File: config.mk
export PLATFORM = sky130hd
export DESIGN_NAME = push_button_event_decoder
export DESIGN_NICKNAME = d
export VERILOG_FILES = /design/src/rtl/push_button_event_pkg.sv /design/src/rtl/button_hold_timer.sv /design/src/rtl/push_button_event_decoder.sv
export SDC_FILE = /design/constraint.sdc
export NUM_CORES = 1
export LEC_CHECK = 0
export ABC_CLOCK_PERIOD_IN_PS = 2009
export CAP_MARGIN = 10
export CELL_PAD_IN_SITES_DETAIL_PLACEMENT = 0
export CELL_PAD_IN_SITES_GLOBAL_PLACEMENT = 2
export CORE_UTILIZATION = 32
export CTS_CLUSTER_SIZE = 40
export DETAILED_ROUTE_END_ITERATION = 7
export MAX_ROUTING_LAYER = met4
export PLACE_DENSITY_LB_ADDON = 0.1
export SYNTH_ARGS = -nofsm -noshare
export SYNTH_HDL_FRONTEND = slang
export SYNTH_SLANG_ARGS = --single-unit
File: constraint.sdc
create_clock -name clock -period 2.01 [get_ports clock]
set_input_delay 0.402 -clock clock [delete_from_list [all_inputs] [get_ports clock]]
set_output_delay 0.402 -clock clock [all_outputs]
set_load 0.01 [all_outputs]
File: src/rtl/push_button_event_pkg.sv
// push_button_event_pkg: state encoding and default parameters for the push-button event decoder
package push_button_event_pkg;
    localparam logic [1:0] IDLE      = 2'd0;
    localparam logic [1:0] PRESSED   = 2'd1;
    localparam logic [1:0] LONG_HELD = 2'd2;
    localparam int DEFAULT_LONG_PRESS_CYCLES = 25_000_000;
    localparam int DEFAULT_REPEAT_CYCLES     = 5_000_000;
    localparam int DEFAULT_REPEAT_ENABLE     = 1;
    localparam int DEFAULT_COUNTER_WIDTH     = 26;
endpackage

File: src/rtl/button_hold_timer.sv
// button_hold_timer: hold-duration counter with clear, enable and terminal-value compare
module button_hold_timer
    import push_button_event_pkg::*;
#(
    parameter int COUNTER_WIDTH = DEFAULT_COUNTER_WIDTH
) (
    input  logic                     clock,
    input  logic                     reset_n,
    input  logic                     clear,
    input  logic                     enable,
    input  logic [COUNTER_WIDTH-1:0] terminal_value,
    output logic                     terminal
);
    logic [COUNTER_WIDTH-1:0] count;
    // clear wins over enable so a terminal hit restarts the next interval from zero
    always_ff @(posedge clock) begin
        if (!reset_n)
            count <= '0;
        else if (clear)
            count <= '0;
        else if (enable)
            count <= count + COUNTER_WIDTH'(1);
    end
    assign terminal = (count == terminal_value);
endmodule

File: src/rtl/push_button_event_decoder.sv
// push_button_event_decoder: turns a debounced button level into press/release/long/repeat events
module push_button_event_decoder
    import push_button_event_pkg::*;
#(
    parameter int LONG_PRESS_CYCLES = DEFAULT_LONG_PRESS_CYCLES,
    parameter int REPEAT_CYCLES     = DEFAULT_REPEAT_CYCLES,
    parameter int REPEAT_ENABLE     = DEFAULT_REPEAT_ENABLE,
    parameter int COUNTER_WIDTH     = DEFAULT_COUNTER_WIDTH
) (
    input  logic       clock,
    input  logic       reset_n,
    input  logic       push_button,
    output logic       press_pulse,
    output logic       release_pulse,
    output logic       long_press_pulse,
    output logic       repeat_pulse,
    output logic       held,
    output logic [7:0] press_count
);
    logic [1:0] state, next_state;
    logic btn_q, terminal, timer_clear, timer_enable;
    logic press_d, release_d, long_d, repeat_d;
    logic [COUNTER_WIDTH-1:0] terminal_value;

    assign terminal_value = (state == PRESSED) ? COUNTER_WIDTH'(LONG_PRESS_CYCLES - 1)
                                               : COUNTER_WIDTH'(REPEAT_CYCLES - 1);

    button_hold_timer #(.COUNTER_WIDTH(COUNTER_WIDTH)) u_timer (
        .clock         (clock),
        .reset_n       (reset_n),
        .clear         (timer_clear),
        .enable        (timer_enable),
        .terminal_value(terminal_value),
        .terminal      (terminal)
    );

    // next-state and event decode; release is tested first so it beats a terminal count
    always_comb begin
        next_state   = state;
        timer_clear  = 1'b0;
        timer_enable = 1'b0;
        press_d      = 1'b0;
        release_d    = 1'b0;
        long_d       = 1'b0;
        repeat_d     = 1'b0;
        case (state)
            IDLE: begin
                if (btn_q) begin
                    next_state  = PRESSED;
                    timer_clear = 1'b1;
                    press_d     = 1'b1;
                end
            end
            PRESSED: begin
                if (!btn_q) begin
                    next_state = IDLE;
                    release_d  = 1'b1;
                end else if (terminal) begin
                    next_state  = LONG_HELD;
                    timer_clear = 1'b1;
                    long_d      = 1'b1;
                end else
                    timer_enable = 1'b1;
            end
            LONG_HELD: begin
                if (!btn_q) begin
                    next_state = IDLE;
                    release_d  = 1'b1;
                end else if (terminal) begin
                    timer_clear = 1'b1;
                    repeat_d    = (REPEAT_ENABLE != 0);
                end else
                    timer_enable = 1'b1;
            end
            default: next_state = IDLE;
        endcase
    end

    // input register, state, registered event pulses and press counter
    always_ff @(posedge clock) begin
        if (!reset_n) begin
            btn_q            <= 1'b0;
            state            <= IDLE;
            press_pulse      <= 1'b0;
            release_pulse    <= 1'b0;
            long_press_pulse <= 1'b0;
            repeat_pulse     <= 1'b0;
            held             <= 1'b0;
            press_count      <= 8'd0;
        end else begin
            btn_q            <= push_button;
            state            <= next_state;
            press_pulse      <= press_d;
            release_pulse    <= release_d;
            long_press_pulse <= long_d;
            repeat_pulse     <= repeat_d;
            held             <= (next_state != IDLE);
            press_count      <= press_count + {7'd0, press_d};
        end
    end
endmodule

[Word-level counts from Yosys, hierarchy flattened]
Index checks and enable logic that the tools add are counted.
Operators by class
  add/sub/neg operators: 2
  eq/ne operators: 3
  muxes and demuxes: 15
  bitwise operators: 1
  reductions and logical operators: 7
Operator list (number)
  $add 26x1->26 const B: 1
  $eq 26x25->1: 1
  $mux 25: 1
  $add 8x1->8: 1
  $mux 1: 8
  $mux 2: 4
  $pmux 2 s3: 1
  $reduce_and 2->1: 3
  $reduce_or 2->1: 2
  $eq 2x1->1 const B: 1
  $eq 2x2->1 const B: 1
  $logic_not 2->1: 1
  $pmux 1 s2: 1
  $reduce_bool 2->1: 1
  $not 1->1: 1
Storage, ports and cells
  bits in registers: 42
  logic and storage cells: 37

[Logic depth before layout (Yosys ltp)]
  depth in word-level cells: 7
  mapped depth: 9
  gate-level depth less buffers: 9

[Cells and area by module]
From an unflattened synthesis, not the netlist that was laid out.
Second synthesis, totals
  cells, all modules: 252
  area total of the unflattened synthesis: 2214.6 um^2
Modules (own cells, without submodules)
  button_hold_timer: instances 1, cells an instance 176, area each 1529.0 um^2
  push_button_event_decoder: instances 1, cells an instance 76, area each 685.7 um^2

[Least setup slack after synthesis]
Ideal clock, no wire load.
  kind: register -> register
  start point: register u_timer.count[16]
  end point: register u_timer.count[14]
  library setup time: 0.130 ns
  arrival: 1.909 ns
  required time: 1.880 ns
  path slack: -0.029 ns
  stages on the path, launching flop included: 8
  buffers on the path: 2
  cells stage by stage: dfxtp_1 -> or4_1 -> o22a_1 -> nor4b_4 -> a21o_1 -> buf_2 -> buf_2 -> a21oi_1
Between the ends
  longest elaborated chain between the ends: 5
  elaborated cells on any way between the ends: 8
  those cells by class: 1 x eq/ne; 6 x mux; 1 x reduce/logical
RTL lines
  start, declared: line button_hold_timer.sv:14  | logic [COUNTER_WIDTH-1:0] count;
  start signal, assigned: line button_hold_timer.sv:22  | count <= count + COUNTER_WIDTH'(1);
  $eq 26x25->1 (*): line button_hold_timer.sv:24  | assign terminal = (count == terminal_value);
  $mux 1: line push_button_event_decoder.sv:58, push_button_event_decoder.sv:69
  $mux 1: line push_button_event_decoder.sv:66  | if (!btn_q) begin
  $pmux 1 s2: line push_button_event_decoder.sv:46  | case (state)
  $reduce_or 2->1 (no line)
Mark *: on every way between the ends. The rest lies on a longest branch, timed or not.
A chain may end at the register's enable or synchronous reset.

[Worst setup path after layout]
  start point: register u_timer.count[16]
  end point: register u_timer.count[2]
Same word-level chain as after synthesis.

==> run_results.csv <==
group,metric,value,unit
critical_path,end_kind,"flop",
placement,gp_congestion,0.710,
timing,layout_min_cycle_time,2.03,ns
global_routing,grt_use_total,17.1,%
finish,diodes,0,
synthesis,synth_most_common_cell,"dfxtp_1",
synthesis,avgSynthCellArea,8.92,sq um
clocking,clk_transition_reported_paths,0.09,ns
placement,hpwl,3.56,mm
power_and_ir_drop,seq_power_share,54.9,%
timing,worstMarginPinSlew,0.544,ns
synthesis,ys.flop_type,"dfxtp_1",
power_and_ir_drop,switching_share,25.3,%
power_and_ir_drop,p_clk_share,37.7,%
drt,wirelength,5.03,mm
synthesis,synth_common_cells,"dfxtp_1, nor2_1, xnor2_1, a21oi_1, nand3_1",
synthesis,synth_area,2050,sq um
finish,drive_gt1_share,23.5,%
drt,drcViolationCount,0,
floorplan,dieArea,6730,sq um
floorplan,row_count,28,
synthesis,yosys_warnings,0,
drt,firstDrtPassIters,4,
global_routing,grt_max_degree,23,
run_status,outcome,"finished, violations left",
placement,dp_slack,-0.168,ns
floorplan,die_h,82.1,um
synthesis,synth_seq_cells,42,
timing,slew-limit-headroom,63.3,%
timing,skew,0.0112,ns
job,maxCapViolations,0,
clocking,clock_sinks,42,
critical_path,cp_data_arrival_time,2.25,ns
synthesis,synth_nets,240,
drt,postRouteAntennaNets,0,
synthesis,ys_seq_area_share,41.0,%
clocking,cts-htree-levels,2,
power_and_ir_drop,peakVddDrop,309,uV
drt,vias,1821,
drt,viasPerCell,5.06,
timing,fin_crit_sh,101,%
timing,setup_slack,-0.0205,ns
timing,slew_viol_final,0,
floorplan,core_region_area,6060,sq um
power_and_ir_drop,p_int,1150,uW
power_and_ir_drop,powerDensity,557,nW/um^2
timing,final-setup-viol-count,11,
synthesis,ys_types,39,
synthesis,synthCells,230,
placement,place_inst,350,
power_and_ir_drop,p_sw,390,uW
power_and_ir_drop,combPwrFrac,7.3,%
synthesis,yosysTopAreaCell,"dfxtp_1",
clocking,root_buffer,"clkbuf_8",
critical_path,cp_data_required_time,2.23,ns
timing,grt_setup_unrepaired,"true",
placement,io_buffers,15,
synthesis,synth.top_cell.area_share,41.0,%
global_routing,antenna_found_initial,0,
critical_path,start_kind,"flop",
global_routing,grt_first_pass_wirelength,8.32,mm
clocking,cts_tree,"built",
clocking,ctsHoldBuffers,0,
power_and_ir_drop,power.leakage,0.000973,uW
synthesis,synth_top_cells_by_area,"dfxtp_1, xnor2_1, ha_1, a21oi_1, nor2_1",
finish,final_util,45.5,%
timing,finalSetupTns,-0.0559,ns
floorplan,start_util,33.8,%
clocking,numCtsBuffers,5,
finish,area_growth,34.5,%
hold_path,min_path_type,"reg -> reg",
floorplan,die_w,82.1,um
finish,finalNonFillerCells,360,
global_routing,grt-ovfl-total,0,
timing,fmax,0.492,GHz
timing,hold_viol_final,0,
critical_path,crit_fanout,6,
synthesis,synthArstFlopShare,0,%
critical_path,path_class,"reg -> reg",
synthesis,synth_edf_count,0,
drt,routedWlPerCell,14.0,um
finish,final_nets,294,
drt,drt-initial-drc-count,98,
global_routing,grt_pass1_vias,1770,
clocking,cts_max_path_buffers,2,
floorplan,ioPinCount,16,
run_status,violations,"setup timing",
clocking,insertion_delay,0.31,ns
-- kinds of logic (layout without fill, tap and decap cells) --
family | count (synthesis) | in the layout | share of synthesized area [%]
mux | 1 | 1 | 0.488
flops | 42 | 42 | 41.0
compound gates | 38 | 38 | 11.3
buf+inv | 16 | 71 | 3.90
xor+xnor | 18 | 18 | 7.69
simple gates | 108 | 108 | 31.4
fa+ha+maj | 7 | 7 | 4.27
-- power groups by stage --
stage	combinational [uW]	clock, uW	sequential [uW]
after floorplan	43.7	0	867
after global placement	96.3	0	864
after detailed placement	96.7	0	864
after CTS	101	609	845
after global routing	124	635	846
final	113	580	845
-- registers in the layout (all words and copies together), names as in the netlist --
signal / cells
btn_q: 1
held: 1
long_press_pulse: 1
press_count: 8
press_pulse: 1
release_pulse: 1
repeat_pulse: 1
state: 2
u_timer.count: 26
-- cell usage in the layout (no fill, tap or decap), drive strengths merged, types with 2 or more instances in the layout --
cell type,netlist,final
dfxtp,42,42
buf,6,41
nor2,19,19
xnor2,16,16
a21oi,15,15
clkdlybuf4s50,0,15
nand3,14,14
and2,11,11
o21ai,11,11
nand2,9,9
nand4,9,9
or3,8,8
nor4,8,8
inv,6,7
ha,7,7
clkbuf,4,6
and4,5,5
and3,5,5
or4,5,5
nor3,4,4
o31ai,4,4
nor4bb,3,3
nand3b,2,2
xor2,2,2
clkinvlp,0,2
nor4b,2,2
a21o,2,2
-- path summary, 6_finish.rpt --
check                                  startpoint               end  slack (ns)  cells past startpoint
worst max-delay path            u_timer.count[16]  u_timer.count[2]       -0.02                      6
worst max register to register  u_timer.count[16]  u_timer.count[2]       -0.02                      6
worst min-delay path             u_timer.count[5]  u_timer.count[5]        0.48                      2
worst min register to register   u_timer.count[5]  u_timer.count[5]        0.48                      2
-- area by class of cell --
cell class                      instances  area (sq um)
Multi-Input combinational cell        172          1200
Fill cell                             620          3300
Timing Repair Buffer                   57           499
Clock inverter                          3          23.8
Sequential cell                        42           846
Tap cell                               75          93.8
Inverter                                6          22.5
Clock buffer                            5          68.8
-- critical path, stage by stage (launching register included) --
cell	delay [ns]
dfxtp_1	0.32
or4_4	0.54
o22a_1	0.22
nor4b_4	0.34
buf_4	0.20
nor2_1	0.06
a311oi_2	0.26
-- routing by layer --
metal / up-vias / GRT usage (%) / wire, um
met5: - / - / 0
met2: 21 / 25.4 / 2270
li1: 950 / - / -
met1: 840 / 22.2 / 2550
met3: 10 / 3.33 / 117
met4: 0 / 7.72 / 98
-- timing repair --
action	CTS	global route
gates cloned	0	1
setup buffers	0	1
resized for setup	7	12
setup endpoints to repair	8	29
pin swaps	0	3
-- metrics by stage --
step	power, uW	hold WS, ns	cell area [sq um]
4_1_cts	1550	0.482	2670
3_5_place_dp	960	0.470	2550
6_report	1540	0.481	2760
2_1_floorplan	911	0.448	2060
5_1_grt	1610	0.513	2760
3_3_place_gp	960	0.477	2550
(Power assumes the default switching activity.)
